### config.mk
export PLATFORM = sky130hd
export DESIGN_NAME = shift_rotate_seq
export DESIGN_NICKNAME = d
export VERILOG_FILES = /design/src/rtl/shift_rotate_seq.sv
export SDC_FILE = /design/constraint.sdc
export NUM_CORES = 1
export LEC_CHECK = 0
export CAP_MARGIN = 15
export CORE_UTILIZATION = 53
export CTS_BUF_LIST = sky130_fd_sc_hd__clkbuf_16
export CTS_CLUSTER_SIZE = 16
export DETAILED_ROUTE_END_ITERATION = 16
export PLACE_DENSITY = 0.8
export SYNTH_ARGS = -nofsm -noshare
export SYNTH_HDL_FRONTEND = slang
export SYNTH_SLANG_ARGS = --single-unit
export TNS_END_PERCENT = 100
### constraint.sdc
create_clock -name Clock -period 6.5 [get_ports Clock]
set_input_delay 1.3 -clock Clock [delete_from_list [all_inputs] [get_ports Clock]]
set_output_delay 1.3 -clock Clock [all_outputs]
set_load 0.02 [all_outputs]
### src/rtl/shift_rotate_seq.sv
// Sequential shift/rotate unit: SHR, SHRA, SHL, ROR, ROL producing a double-width result.
// Define SHIFT_ROTATE_FAST_EN for a single-cycle barrel path; default build iterates STEP bits per cycle.
module shift_rotate_seq #(
    parameter int WIDTH = 32,
    parameter int STEP  = 1
) (
    input  logic                     Clock,
    input  logic                     clear,
    input  logic                     start,
    input  logic [2:0]               op,
    input  logic [WIDTH-1:0]         a,
    input  logic [$clog2(WIDTH)-1:0] shamt,
    output logic                     busy,
    output logic                     done,
    output logic                     err,
    output logic [WIDTH-1:0]         zlow,
    output logic [WIDTH-1:0]         zhigh
);

    localparam int SW = $clog2(WIDTH);
    localparam logic [SW:0] STEP_W = (SW+1)'(STEP);

    localparam logic [2:0] OP_SHR  = 3'd0;
    localparam logic [2:0] OP_SHRA = 3'd1;
    localparam logic [2:0] OP_SHL  = 3'd2;
    localparam logic [2:0] OP_ROR  = 3'd3;
    localparam logic [2:0] OP_ROL  = 3'd4;

    typedef enum logic [1:0] {
        IDLE  = 2'd0,
        SHIFT = 2'd1,
        DONE  = 2'd2
    } state_t;

    state_t          state_q, state_d;
    logic [2:0]      op_q, op_d;
    logic [WIDTH-1:0] lo_q, lo_d;
    logic [WIDTH-1:0] hi_q, hi_d;
    logic [SW-1:0]   cnt_q, cnt_d;
    logic            busy_q, busy_d;
    logic            done_q, done_d;
    logic            err_q, err_d;
    logic [WIDTH-1:0] zlow_q, zlow_d;
    logic [WIDTH-1:0] zhigh_q, zhigh_d;

    logic [SW:0]        step_s;
    logic [SW:0]        cnt_full_s;
    logic [2*WIDTH-1:0] res_s;

    function automatic logic is_illegal(input logic [2:0] op_v);
        return (op_v > OP_ROL);
    endfunction

    // One shift of n positions on the {hi,lo} working pair; returns {hi,lo}.
    function automatic logic [2*WIDTH-1:0] shift_step(
        input logic [2:0]       op_v,
        input logic [WIDTH-1:0] hi_v,
        input logic [WIDTH-1:0] lo_v,
        input logic [SW:0]      n
    );
        logic [2*WIDTH-1:0] cat;
        logic [2*WIDTH-1:0] res;
        cat = {2*WIDTH{1'b0}};
        case (op_v)
            OP_SHL: res = {hi_v, lo_v} << n;
            OP_SHR: begin
                cat = {lo_v, hi_v} >> n;
                res = {cat[WIDTH-1:0], cat[2*WIDTH-1:WIDTH]};
            end
            OP_SHRA: begin
                // lo's MSB stays equal to the original sign bit across iterations
                cat = $signed({lo_v, hi_v}) >>> n;
                res = {cat[WIDTH-1:0], cat[2*WIDTH-1:WIDTH]};
            end
            OP_ROR: begin
                cat = {lo_v, lo_v} >> n;
                res = {{WIDTH{1'b0}}, cat[WIDTH-1:0]};
            end
            OP_ROL: begin
                cat = {lo_v, lo_v} << n;
                res = {{WIDTH{1'b0}}, cat[2*WIDTH-1:WIDTH]};
            end
            default: res = {hi_v, lo_v};
        endcase
        return res;
    endfunction

    // Next-state, datapath and output computation
    always_comb begin
        state_d    = state_q;
        op_d       = op_q;
        lo_d       = lo_q;
        hi_d       = hi_q;
        cnt_d      = cnt_q;
        done_d     = 1'b0;
        err_d      = 1'b0;
        zlow_d     = zlow_q;
        zhigh_d    = zhigh_q;
        step_s     = {(SW+1){1'b0}};
        cnt_full_s = {(SW+1){1'b0}};
        res_s      = {2*WIDTH{1'b0}};
        case (state_q)
            IDLE: begin
                if (start) begin
                    op_d = op;
`ifdef SHIFT_ROTATE_FAST_EN
                    res_s   = shift_step(op, {WIDTH{1'b0}}, a, {1'b0, shamt});
                    hi_d    = res_s[2*WIDTH-1:WIDTH];
                    lo_d    = res_s[WIDTH-1:0];
                    cnt_d   = {SW{1'b0}};
                    state_d = DONE;
`else
                    hi_d = {WIDTH{1'b0}};
                    lo_d = a;
                    if ((shamt == {SW{1'b0}}) || is_illegal(op)) begin
                        cnt_d   = {SW{1'b0}};
                        state_d = DONE;
                    end else begin
                        cnt_d   = shamt;
                        state_d = SHIFT;
                    end
`endif
                end else begin
                    state_d = IDLE;
                end
            end
            SHIFT: begin
                if ({1'b0, cnt_q} > STEP_W) begin
                    step_s = STEP_W;
                end else begin
                    step_s = {1'b0, cnt_q};
                end
                res_s      = shift_step(op_q, hi_q, lo_q, step_s);
                hi_d       = res_s[2*WIDTH-1:WIDTH];
                lo_d       = res_s[WIDTH-1:0];
                cnt_full_s = {1'b0, cnt_q} - step_s;
                cnt_d      = cnt_full_s[SW-1:0];
                if (cnt_d == {SW{1'b0}}) begin
                    state_d = DONE;
                end else begin
                    state_d = SHIFT;
                end
            end
            DONE: begin
                state_d = IDLE;
                done_d  = 1'b1;
                err_d   = is_illegal(op_q);
                zlow_d  = lo_q;
                zhigh_d = hi_q;
            end
            default: begin
                state_d = IDLE;
            end
        endcase
        busy_d = (state_d != IDLE);
    end

    // State, working registers and registered outputs
    always_ff @(posedge Clock or posedge clear) begin
        if (clear) begin
            state_q <= IDLE;
            op_q    <= 3'd0;
            lo_q    <= {WIDTH{1'b0}};
            hi_q    <= {WIDTH{1'b0}};
            cnt_q   <= {SW{1'b0}};
            busy_q  <= 1'b0;
            done_q  <= 1'b0;
            err_q   <= 1'b0;
            zlow_q  <= {WIDTH{1'b0}};
            zhigh_q <= {WIDTH{1'b0}};
        end else begin
            state_q <= state_d;
            op_q    <= op_d;
            lo_q    <= lo_d;
            hi_q    <= hi_d;
            cnt_q   <= cnt_d;
            busy_q  <= busy_d;
            done_q  <= done_d;
            err_q   <= err_d;
            zlow_q  <= zlow_d;
            zhigh_q <= zhigh_d;
        end
    end

    assign busy  = busy_q;
    assign done  = done_q;
    assign err   = err_q;
    assign zlow  = zlow_q;
    assign zhigh = zhigh_q;

endmodule

### Yosys cells after proc, flatten, opt, wreduce, memory -nomap -nowiden

Cells that the tools add are included.

* output and inout bits: 67
* logic and storage cells: 53
* bits in registers: 141

* multiplexer cells: 16
* magnitude comparators: 3
* reductions and logical operators: 10
* eq/ne operators: 8
* shifts and indexed selects: 5
* $add $sub $neg: 1

Operators by type and width (count)
* 64-bit case mux with 5 select lines: 1
* 32-bit case mux with 2 select lines: 2
* 64-bit by 6-bit left shift with 64-bit output: 2
* 32-bit two-way mux: 2
* 64-bit by 6-bit >> shifter with 32-bit output: 1
* 64-bit by 6-bit >> shifter with 64-bit output: 1
* 64-bit by 6-bit >>> shifter with 64-bit output: 1
* 5-bit two-way mux: 3
* 5-bit logical NOT: 2
* 5-bit case mux with 2 select lines: 1
* 3-bit by 2-bit equality test with 1-bit output (second input constant): 2
* 3-bit greater-than comparator (second input constant): 2
* 2-bit two-way mux: 3
* 6-bit two-way mux: 1
* 6-bit by 1-bit != test with 1-bit output (second input constant): 1
* 5-bit by 1-bit greater-than comparator with 1-bit output (second input constant): 1
* 5-bit subtractor: 1
* 2-bit case mux with 2 select lines: 1
* 2-bit AND reduction: 2
* 2-bit nonzero test: 2
* 3-bit by 1-bit equality test with 1-bit output (second input constant): 1
* 3-bit equality test (second input constant): 1
* 3-bit logical NOT: 1
* 3-bit AND reduction: 1
* 6 further kinds: 7

### Logic depth before layout (Yosys ltp)

* depth in word-level cells: 8
* mapped depth: 8
* depth with buffers taken out: 7

### Least setup slack after synthesis

Ideal clock, no wire load.

* path kind: input port to flip-flop
* start point: input shamt[1]
* end point: register cnt_q[2]
* cell stages on the path: 4
* slack: 3907 ps
* required time: 6374 ps
* arrival time: 2467 ps
* setup time: 126 ps
* path through: or4_1 > o21a_1 > and2_4 > a221o_1

* longest elaborated chain between the ends: 5

Ends and longest elaborated chain
* from (decl): RTL line 12 `input logic [$clog2(WIDTH)-1:0] shamt,`
* 5-bit logical NOT: RTL line 115 `if ((shamt == {SW{1'b0}}) || is_illegal(op)) begin`
* 1-bit logical OR: RTL line 115
* 5-bit two-way mux: RTL line 115
* 5-bit two-way mux: RTL line 104 `if (start) begin`
* 5-bit case mux with 2 select lines: RTL line 102 `case (state_q)`
* to (signal assigned): RTL line 165 `cnt_q <= {SW{1'b0}};`
* to (signal assigned): RTL line 176 `cnt_q <= cnt_d;`
* to (decl): RTL line 39 `logic [SW-1:0] cnt_q, cnt_d;`

Every way passes these cells. The select of a mux whose other input is x is not followed.
A chain may end at the register's enable or synchronous reset.

### Worst setup path after layout

* start point: input start
* end point: register lo_q[4]

* longest elaborated chain between the ends: 2

Ends and longest elaborated chain
* from (decl): RTL line 9 `input logic start,`
* 2-bit != test (no line)
* 3-bit AND reduction (no line)
* to (signal assigned): RTL line 163 `lo_q <= {WIDTH{1'b0}};`
* to (signal assigned): RTL line 174 `lo_q <= lo_d;`
* to (decl): RTL line 37 `logic [WIDTH-1:0] lo_q, lo_d;`

Every way passes these cells.

==> tab_implementation.tex <==
\begin{tabular}{lr}
\hline
Metric & Value \\
\hline
\multicolumn{2}{l}{\textbf{Outcome}} \\
\quad Violations in the final reports & DRC \\
\quad Run status & finished, violations left \\
\multicolumn{2}{l}{\textbf{Floorplanning}} \\
\quad Die Area & 12480 um2 \\
\quad Core Area & 11560 um2 \\
\quad Horizontal extent of the die & 111.7 um \\
\quad Floorplan row count & 39 \\
\quad Height of the die & between 100 and 150 um \\
\quad Starting Density & 0.5514 \\
\quad Ports placed on the boundary & 110 \\
\multicolumn{2}{l}{\textbf{Clocking}} \\
\quad TritonCTS clock tree & built \\
\quad Clock-pin transition on the worst setup and hold timing paths & around 60 ps \\
\quad CTS root buffer & sky130\_fd\_sc\_hd\_\_clkbuf\_16 \\
\quad Insertion delay to the later sink of the worst-skew pair & 410 ps \\
\quad Maximum level of the CTS H-tree & 4 \\
\quad Total CTS buffers & 17 \\
\quad Number of buffers on the longest clock path & 2 \\
\quad Clock sink count & 141 \\
\quad Post-cts gate resize count & 0 \\
\quad Post-CTS Repair Setup Buffers & 0 \\
\quad Post-CTS Hold Fix Bufs & 0 \\
\multicolumn{2}{l}{\textbf{Timing}} \\
\quad Part of the cycle the worst path needs & 0.4252 \\
\quad Final count of hold timing violations & 0 \\
\quad Post-layout minimum cycle time & between 2000 and 3000 ps \\
\quad Final critical-path setup slack & 3736 ps \\
\quad Slew at the pin closest to its max-slew limit & 821.5 ps \\
\quad Setup repair after global routing missed its margin & false \\
\quad Post-Route Hold Slack & roughly 500 ps \\
\quad Top achievable clock speed & about 360 MHz \\
\quad Final count of pins violating max slew & 0 \\
\quad Final setup violation count & 0 \\
\quad Final Skew & roughly 5.8 ps \\
\quad Total negative setup slack & 0 ps \\
\quad Relative slew margins & 0.4512 \\
\multicolumn{2}{l}{\textbf{Job}} \\
\quad MaxCap Viol Count & 0 \\
\multicolumn{2}{l}{\textbf{Finish}} \\
\quad Number of nets in the layout & between 600 and 700 \\
\quad Filler cell count in the final layout & 818 \\
\quad Antenna cell count & 0 \\
\quad Share of final-layout standard cells stronger than drive strength 1 & 0.2500 \\
\quad Area occupied by multi-input gates & between 2000 and 3000 um2 \\
\quad Relative area change from synthesis to final layout & 27.49\% \\
\quad FF/Latch Area & between 3000 and 4000 um2 \\
\quad Share of the core filled with cells & 0.7030 \\
\multicolumn{2}{l}{\textbf{Drt}} \\
\quad Routed length per instance & around 18 um \\
\quad Residual antenna-violating net count after detailed routing & 0 \\
\quad Number of vias per cell & 5.856 \\
\quad Final WL & about 14000 um \\
\quad First-pass DRT Iterations & 11 \\
\quad DRC & 5 \\
\quad DRC marker count from the first detailed-route iteration & 250 \\
\quad Via count of the routed design & $\sim$4500 \\
\multicolumn{2}{l}{\textbf{Setup path}} \\
\quad Critical path start-end classification & primary input to register \\
\quad Slowest-stage cell, CP & sky130\_fd\_sc\_hd\_\_clkdlybuf4s50\_1 \\
\quad Startpoint of the worst register-to-register path & state\_q[0] \\
\quad CP Launch Point & start \\
\quad Arr. time, crit path & about 3000 ps \\
\quad Delay of the slowest critical-path stage & between 500 and 600 ps \\
\quad Cell-by-cell trace of the critical path & clkdlybuf4s50\_1 > o21bai\_4 > inv\_2 > nand2\_1 > nor3\_4 > buf\_4 > a21oi\_1 \\
\quad Peak fanout along the critical path & 32 \\
\quad Required time worst endpoint & roughly 6800 ps \\
\quad Cell family with most CP delay & buffers and inverters \\
\quad Critical Path Start Type & primary input \\
\quad CP Buf/Inv Count & 3 \\
\quad Type of destination of the critical path & register \\
\multicolumn{2}{l}{\textbf{Logic synthesis}} \\
\quad Cell area after synthesis & 6377 um2 \\
\quad Adder-cell share of the synthesized area & 0.001962 \\
\quad Most used flip-flop cell after synthesis & sky130\_fd\_sc\_hd\_\_dfrtp\_1 \\
\quad Main combinational cell family by area after synthesis & compound AO/OA/AOI/OAI gates \\
\quad Largest cells by area after synthesis & sky130\_fd\_sc\_hd\_\_dfrtp\_1, sky130\_fd\_sc\_hd\_\_mux2\_2, sky130\_fd\_sc\_hd\_\_a21oi\_2 \\
\quad Fraction of synthesized area in multiplexers & 0.1632 \\
\quad Gate count after technology mapping & between 500 and 600 \\
\quad Cell variety after synth & 49 \\
\quad Synth cell count leaders & sky130\_fd\_sc\_hd\_\_dfrtp\_1, sky130\_fd\_sc\_hd\_\_mux2\_2, sky130\_fd\_sc\_hd\_\_a21oi\_2, sky130\_fd\_sc\_hd\_\_nor2\_1, sky130\_fd\_sc\_hd\_\_mux2i\_1 \\
\quad Synth Area in Compound Gates & 0.1785 \\
\quad Synthesized flop and latch total & around 140 \\
\quad XOR/XNOR share of the synthesized area & 0.001373 \\
\quad Async set-or-reset flop fraction in the synthesized netlist & 1.000 \\
\quad Count of warnings emitted by yosys & 0 \\
\quad Number of flops mapped to enable cells by yosys & 0 \\
\quad Net count of the mapped netlist & approximately 560 \\
\quad Simple-gate area share of the yosys netlist & 0.06160 \\
\quad Dominant cell by count in the synthesized netlist & sky130\_fd\_sc\_hd\_\_dfrtp\_1 \\
\quad Area share of the largest cell type after synthesis & 0.5533 \\
\quad Sequential fraction of the synthesis area & 0.5533 \\
\quad Syn Area/Cell & approximately 12 um2 \\
\quad Biggest area consumer among synthesized cells & sky130\_fd\_sc\_hd\_\_dfrtp\_1 \\
\multicolumn{2}{l}{\textbf{Global route}} \\
\quad Largest net degree at the start of global routing & between 80 and 90 \\
\quad Overall Global Routing Usage & 0.2411 \\
\quad Initial antenna violation count & 0 \\
\quad Remaining global-route overflow & 0 \\
\quad Vias in the first global route & between 4000 and 5000 \\
\quad Wire length of the first global-routing pass & around 24000 um \\
\multicolumn{2}{l}{\textbf{Pwr}} \\
\quad Areal power density over the cells & approximately 620 nW/um2 \\
\quad PnR Total Power & roughly 5.0 mW \\
\quad Static Leak & between 3 and 4 nW \\
\quad Largest voltage drop on the vdd net & 320.8 uV \\
\multicolumn{2}{l}{\textbf{Hold path}} \\
\quad Hold Path Origin & zhigh[16] \\
\quad Type of the tightest min-delay check & register to register \\
\multicolumn{2}{l}{\textbf{Placement}} \\
\quad Gpl congestion & between 0.7 and 0.8 \\
\quad DP HPWL & 8674 um \\
\quad Pre-CTS setup slack & just over 3000 ps \\
\quad Count of buffers inserted at the top-level ports & 109 \\
\hline
\end{tabular}
-- state kept, by name, indices dropped and copies added, names as in the netlist --
register  count
err           1
cnt_q         5
lo_q         32
busy          1
op_q          3
state_q       2
zhigh        32
hi_q         32
zlow         32
done          1
-- kinds of logic (layout without fill, tap and decap cells) --
kind of cell             Yosys count  after routing
multiplexers                      96             96
XOR/XNOR                           1              1
AO/OA/AOI/OAI                    155            155
adder cells (fa/ha/maj)            1              1
AND/OR/NAND/NOR                   76             76
buffers and inverters             45            158
flip-flops                       141            141
-- area by class of cell --
cell class / count / share of cell area
flip-flops and latches: 141 / 0.4340
multi-input cells: 329 / 0.3246
repair buffers: 119 / 0.1468
clock buffers: 17 / 0.05232
well taps: 143 / 0.02201
clock inverters: 14 / 0.01600
inverters: 8 / 0.004309
-- routing by layer --
metal	global-route usage	vias to the layer above	wire, um
li1	-	2089	-
met1	0.3032	2253	5755
met2	0.3867	152	6959
met3	0.07403	21	932
met4	0.1036	0	235
met5	0	-	0
-- placed cells by master (no fill, tap or decap), drive strengths merged, types with 2 or more instances in the layout --
cell	instances
o21bai	2
nor4	4
bufinv	2
nand2b	2
nor2	41
o22ai	31
dfrtp	141
nor3	2
buf	10
a22oi	29
clkbuf	17
or4	2
o21ai	12
mux2i	32
mux2	64
a221o	2
nor2b	3
inv	11
a31oi	3
clkinvlp	2
nand3	2
nand2	15
clkinv	7
clkdlybuf4s50	109
o211ai	2
a21oi	64
-- path summary, 6_finish.rpt --
kind | endpoint | slack, ps | depth (start not counted)
max in group asynchronous | hi_q[16] | 3880 | 3
hold / removal | zhigh[16] | 500 | 1
min in group asynchronous | zlow[10] | 1400 | 2
setup / recovery | lo_q[4] | 3740 | 7
hold reg to reg | zhigh[16] | 500 | 1
setup reg to reg | zhigh[4] | 4150 | 3
-- where the power goes --
group          total (mW)  switching [mW]  leakage, nW  internal [mW]
Combinational        2.39            1.28         1.40           1.12
Sequential           1.71           0.398         1.67           1.31
Clock               0.914           0.358        0.274          0.556
Total                5.02            2.03         3.35           2.99
-- stage by stage --
| step | area, um2 | std cells |
|---|---|---|
| final | 8130 | 771 |
| after global routing | 8130 | 771 |
| after CTS | 8080 | 768 |
| after detailed placement | 7525 | 737 |
| after global placement | 7525 | 737 |
| after floorplan | 6377 | 515 |
(Power assumes the default switching activity.)
==> edit 1, RTL diff (config.mk and constraints unchanged) <==
Build with the macro `SHIFT_ROTATE_FAST_EN` defined.
--- a/src/rtl/shift_rotate_seq.sv
+++ b/src/rtl/shift_rotate_seq.sv
@@ -1,4 +1,6 @@
 // Sequential shift/rotate unit: SHR, SHRA, SHL, ROR, ROL producing a double-width result.
 // Define SHIFT_ROTATE_FAST_EN for a single-cycle barrel path; default build iterates STEP bits per cycle.
+`define SHIFT_ROTATE_FAST_EN
+
 module shift_rotate_seq #(
     parameter int WIDTH = 32,
Function: changed (a bounded check fails within 4 cycles, from zero or initial values).
==> edit 1 against the original RTL <==
- wire length increased to 4.8 times the old value
- clock power grew 7.7%
- combinational power decreased by 40%
- cell area increased by 87%
- sequential cell count unchanged
- global-route usage increased by 26 points
- non-clock buffer count grew 26
- largest cell class is now multi-input combinational cells
- worst setup slack worse by 1.8 ns
- highest routed layer is now met5
- area after synthesis grew 110%
- total power down 28%
==> edit 1: results (changes against the original RTL) <==
clock_power_w: 0.000984  # +7.7%
grt_antenna_before_repair: 2  # +2
placed_cells: 1836  # +150%
gr-usage-all-layers_pct: 50.01  # +26 points
drive_gt1_share_pct: 19.83  # -5.2 points
synth_cell_type_count: 81  # +65%
seq_area_share_pct: 23.15  # -20 points
swShare_pct: 41.64  # +1.2 points
inverters: 11  # +3
arrival_ns: 4.96  # +1.94 ns
nFillCells: 2162  # +160%
status: "completed"
place.gp.congestion: 1.096  # +43%
ff2ff_path_depth: 7  # +4
buf_share_pct: 8.874  # -5.8 points
grt_pass1_wl_um: 95430  # +300%
critPathCapture: "lo_q[9]"
final-clk-cell-share_pct: 3.645  # -3.2 points
synth.yosys.seq_area_share_pct: 25.91  # -29 points
wirelength_um: 66020  # +380%
grt_max_degree: 105  # +21%
synth_common_cells: "nor2_1, dfrtp_1, mux2_2"
drt_iter0_markers: 3059  # +1100%
min_from: "zhigh[0]"
multi_input_gates: 1210  # +270%
reg2reg_to: "lo_q[12]"
[edit 1: stage by stage]
stage          util (%)  setup slack, ns  cell area [µm²]
6_report          60.52            1.902            15240
3_5_place_dp      58.30            1.750            14680
2_1_floorplan         -            1.419            13620
4_1_cts           60.50            2.189            15240
3_3_place_gp      58.30            1.743            14680
5_1_grt           60.52            2.030            15240
[edit 1: worst reg2reg max path, stage by stage (launching register included)]
cell and delay [ns]:
dfrtp_1 0.69, o21bai_1 0.39, a21oi_4 0.61, o21ai_0 0.19, buf_4 0.22, a2bb2oi_1 0.59
o2111ai_1 0.27, and3_1 0.26
[edit 1: cell families after synthesis]
group	Yosys count	share of synthesized area, %
compound gates	476	23.36
simple gates	429	14.41
mux	303	30.32
buf+inv	174	5.852
flops	141	25.91
xor+xnor	1	0.06432
fa+ha+maj	1	0.09185
[edit 1: metal layers]
layer	vias to the layer above	global-route usage [%]	wire, µm
met2	1562	68.05	26320
li1	5849	-	-
met3	314	18.44	10650
met4	2	30.27	4773
met5	-	0	11
met1	7001	66.88	24270
==> edit 2, RTL diff (same flow settings) <==
Made on the original files. Register the output `zlow` once more, cleared by the reset; this adds one clock of latency there. The other outputs are not delayed to match.
--- a/src/rtl/shift_rotate_seq.sv
+++ b/src/rtl/shift_rotate_seq.sv
@@ -186,5 +186,11 @@
     assign done  = done_q;
     assign err   = err_q;
-    assign zlow  = zlow_q;
+    always_ff @(posedge Clock or posedge clear) begin
+        if (clear) begin
+            zlow <= '0;
+        end else begin
+            zlow <= zlow_q;
+        end
+    end
     assign zhigh = zhigh_q;
 
Function: changed (a bounded check fails within 4 cycles, from zero or initial values).
==> edit 2 against the original RTL <==
- sequential cell count up 32
- critical endpoint is now lo_q[24]
- wire length grew 25%
- worst hold slack got worse by 0.13 ns
- clock power rose by 5.5%
- area after synthesis grew 17%
- cell area rose by 14%
- core utilization shrank 1.6 points
- largest power group unchanged
- worst setup slack worse by 0.60 ns
- total power is 7.2% higher
==> edit 2: results (changes against the original RTL) <==
slowest_stage: "nand2_1"
arrival_ns: 3.68  # +0.66 ns
wl_per_cell_um: 18.60  # +3.3%
min_period_ns: 3.367  # +0.6029 ns
wirelength_um: 17300  # +25%
r2r_slack_ns: 3.89  # -0.26 ns
finClkSkew_ns: 0.006036  # +0.0002051 ns
grt_pass1_wl_um: 28510  # +20%
firstDrtPassIters: 6  # -5
nets: 785  # +19%
grt_max_degree: 120  # +38%
worstMarginPinSlew_ns: 1.136  # +0.3142 ns
placed_area_mm2: 0.008588  # +14%
multi_input_area_mm2: 0.002875  # +9.0%
synth.yosys.seq_area_share_pct: 58.01  # +2.7 points
placed_cells: 892  # +21%
dpl.hpwl_um: 10450  # +20%
max_stage_delay_ns: 0.86  # +0.33 ns
met2_usage_pct: 39.44  # +0.76 points
synthTopCellsByArea: "dfrtp_1, mux2_2, nand2_1"
p_leak_nw: 3.915  # +17%
synth_common_cells: "dfrtp_1, nand2_1, mux2_2"
status: "completed"
place_ws_ns: 2.717  # -0.3433 ns
grt_use_met1_pct: 34.69  # +4.4 points
vias: 5790  # +28%
cp_top_family: "compound AO/OA/AOI/OAI gates"
critPathCapture: "lo_q[24]"
drive_gt1_share_pct: 15.38  # -9.6 points
synth_nets: 703  # +26%
-- edit 2: changes by cell type after synthesis, sizes merged, moves of 21 or more --
cell    delta
nand2     +65
a22oi     -27
a211oi    +28
o21ai     +54
a311oi    +26
a21oi     -59
mux2i     -32
o22ai     -30
dfrtp     +32
or3       +28
clkbuf    +42
a221o     +26
buf       -21
-- edit 2: report_power, final --
part | internal (W) | total [W] | switching (W) | leakage, nW
Sequential | 0.00156 | 0.00195 | 0.000388 | 2.19
Clock | 0.000557 | 0.000964 | 0.000407 | 0.277
Combinational | 0.00112 | 0.00247 | 0.00135 | 1.45
Total | 0.00324 | 0.00538 | 0.00214 | 3.92
-- edit 2: how the worst min path moves through the flow --
stage,from,to,slack (ns),cells past startpoint
final,zlow_q[20],zlow[20],0.37,0
after global routing,zlow_q[25],zlow[25],0.38,0
after CTS,zlow_q[25],zlow[25],0.37,0
after detailed placement,zlow_q[4],zlow[4],0.36,0
after global placement,zlow_q[1],zlow[1],0.36,0
after floorplan,zlow_q[0],zlow[0],0.35,0
-- edit 2: metal layers --
layer,up-vias,routed length [µm]
li1,2583,-
met1,2914,7466
met2,268,8388
met3,25,1172
met4,0,270
met5,-,0
-- edit 2: cell families after synthesis --
logic type                 count (synthesis)  share of synthesized area (%)
AOI/OAI and AO/OA                        180                          17.45
DFF                                      173                          58.01
and+or+nand+nor                          172                          10.48
buffers and inverters                     66                          3.873
muxes                                     64                          9.658
xor gates and xnor gates                   3                         0.3522
adders and majority gates                  1                         0.1676
-- edit 2: final cells by class --
cell class | instances | area share (%)
multi-input combinational | 420 | 30.97
sequential | 173 | 46.64
clock buffer | 17 | 4.583
inverter | 8 | 0.3774
timing repair buffer | 121 | 13.61
tap | 176 | 2.372
clock inverter | 15 | 1.442
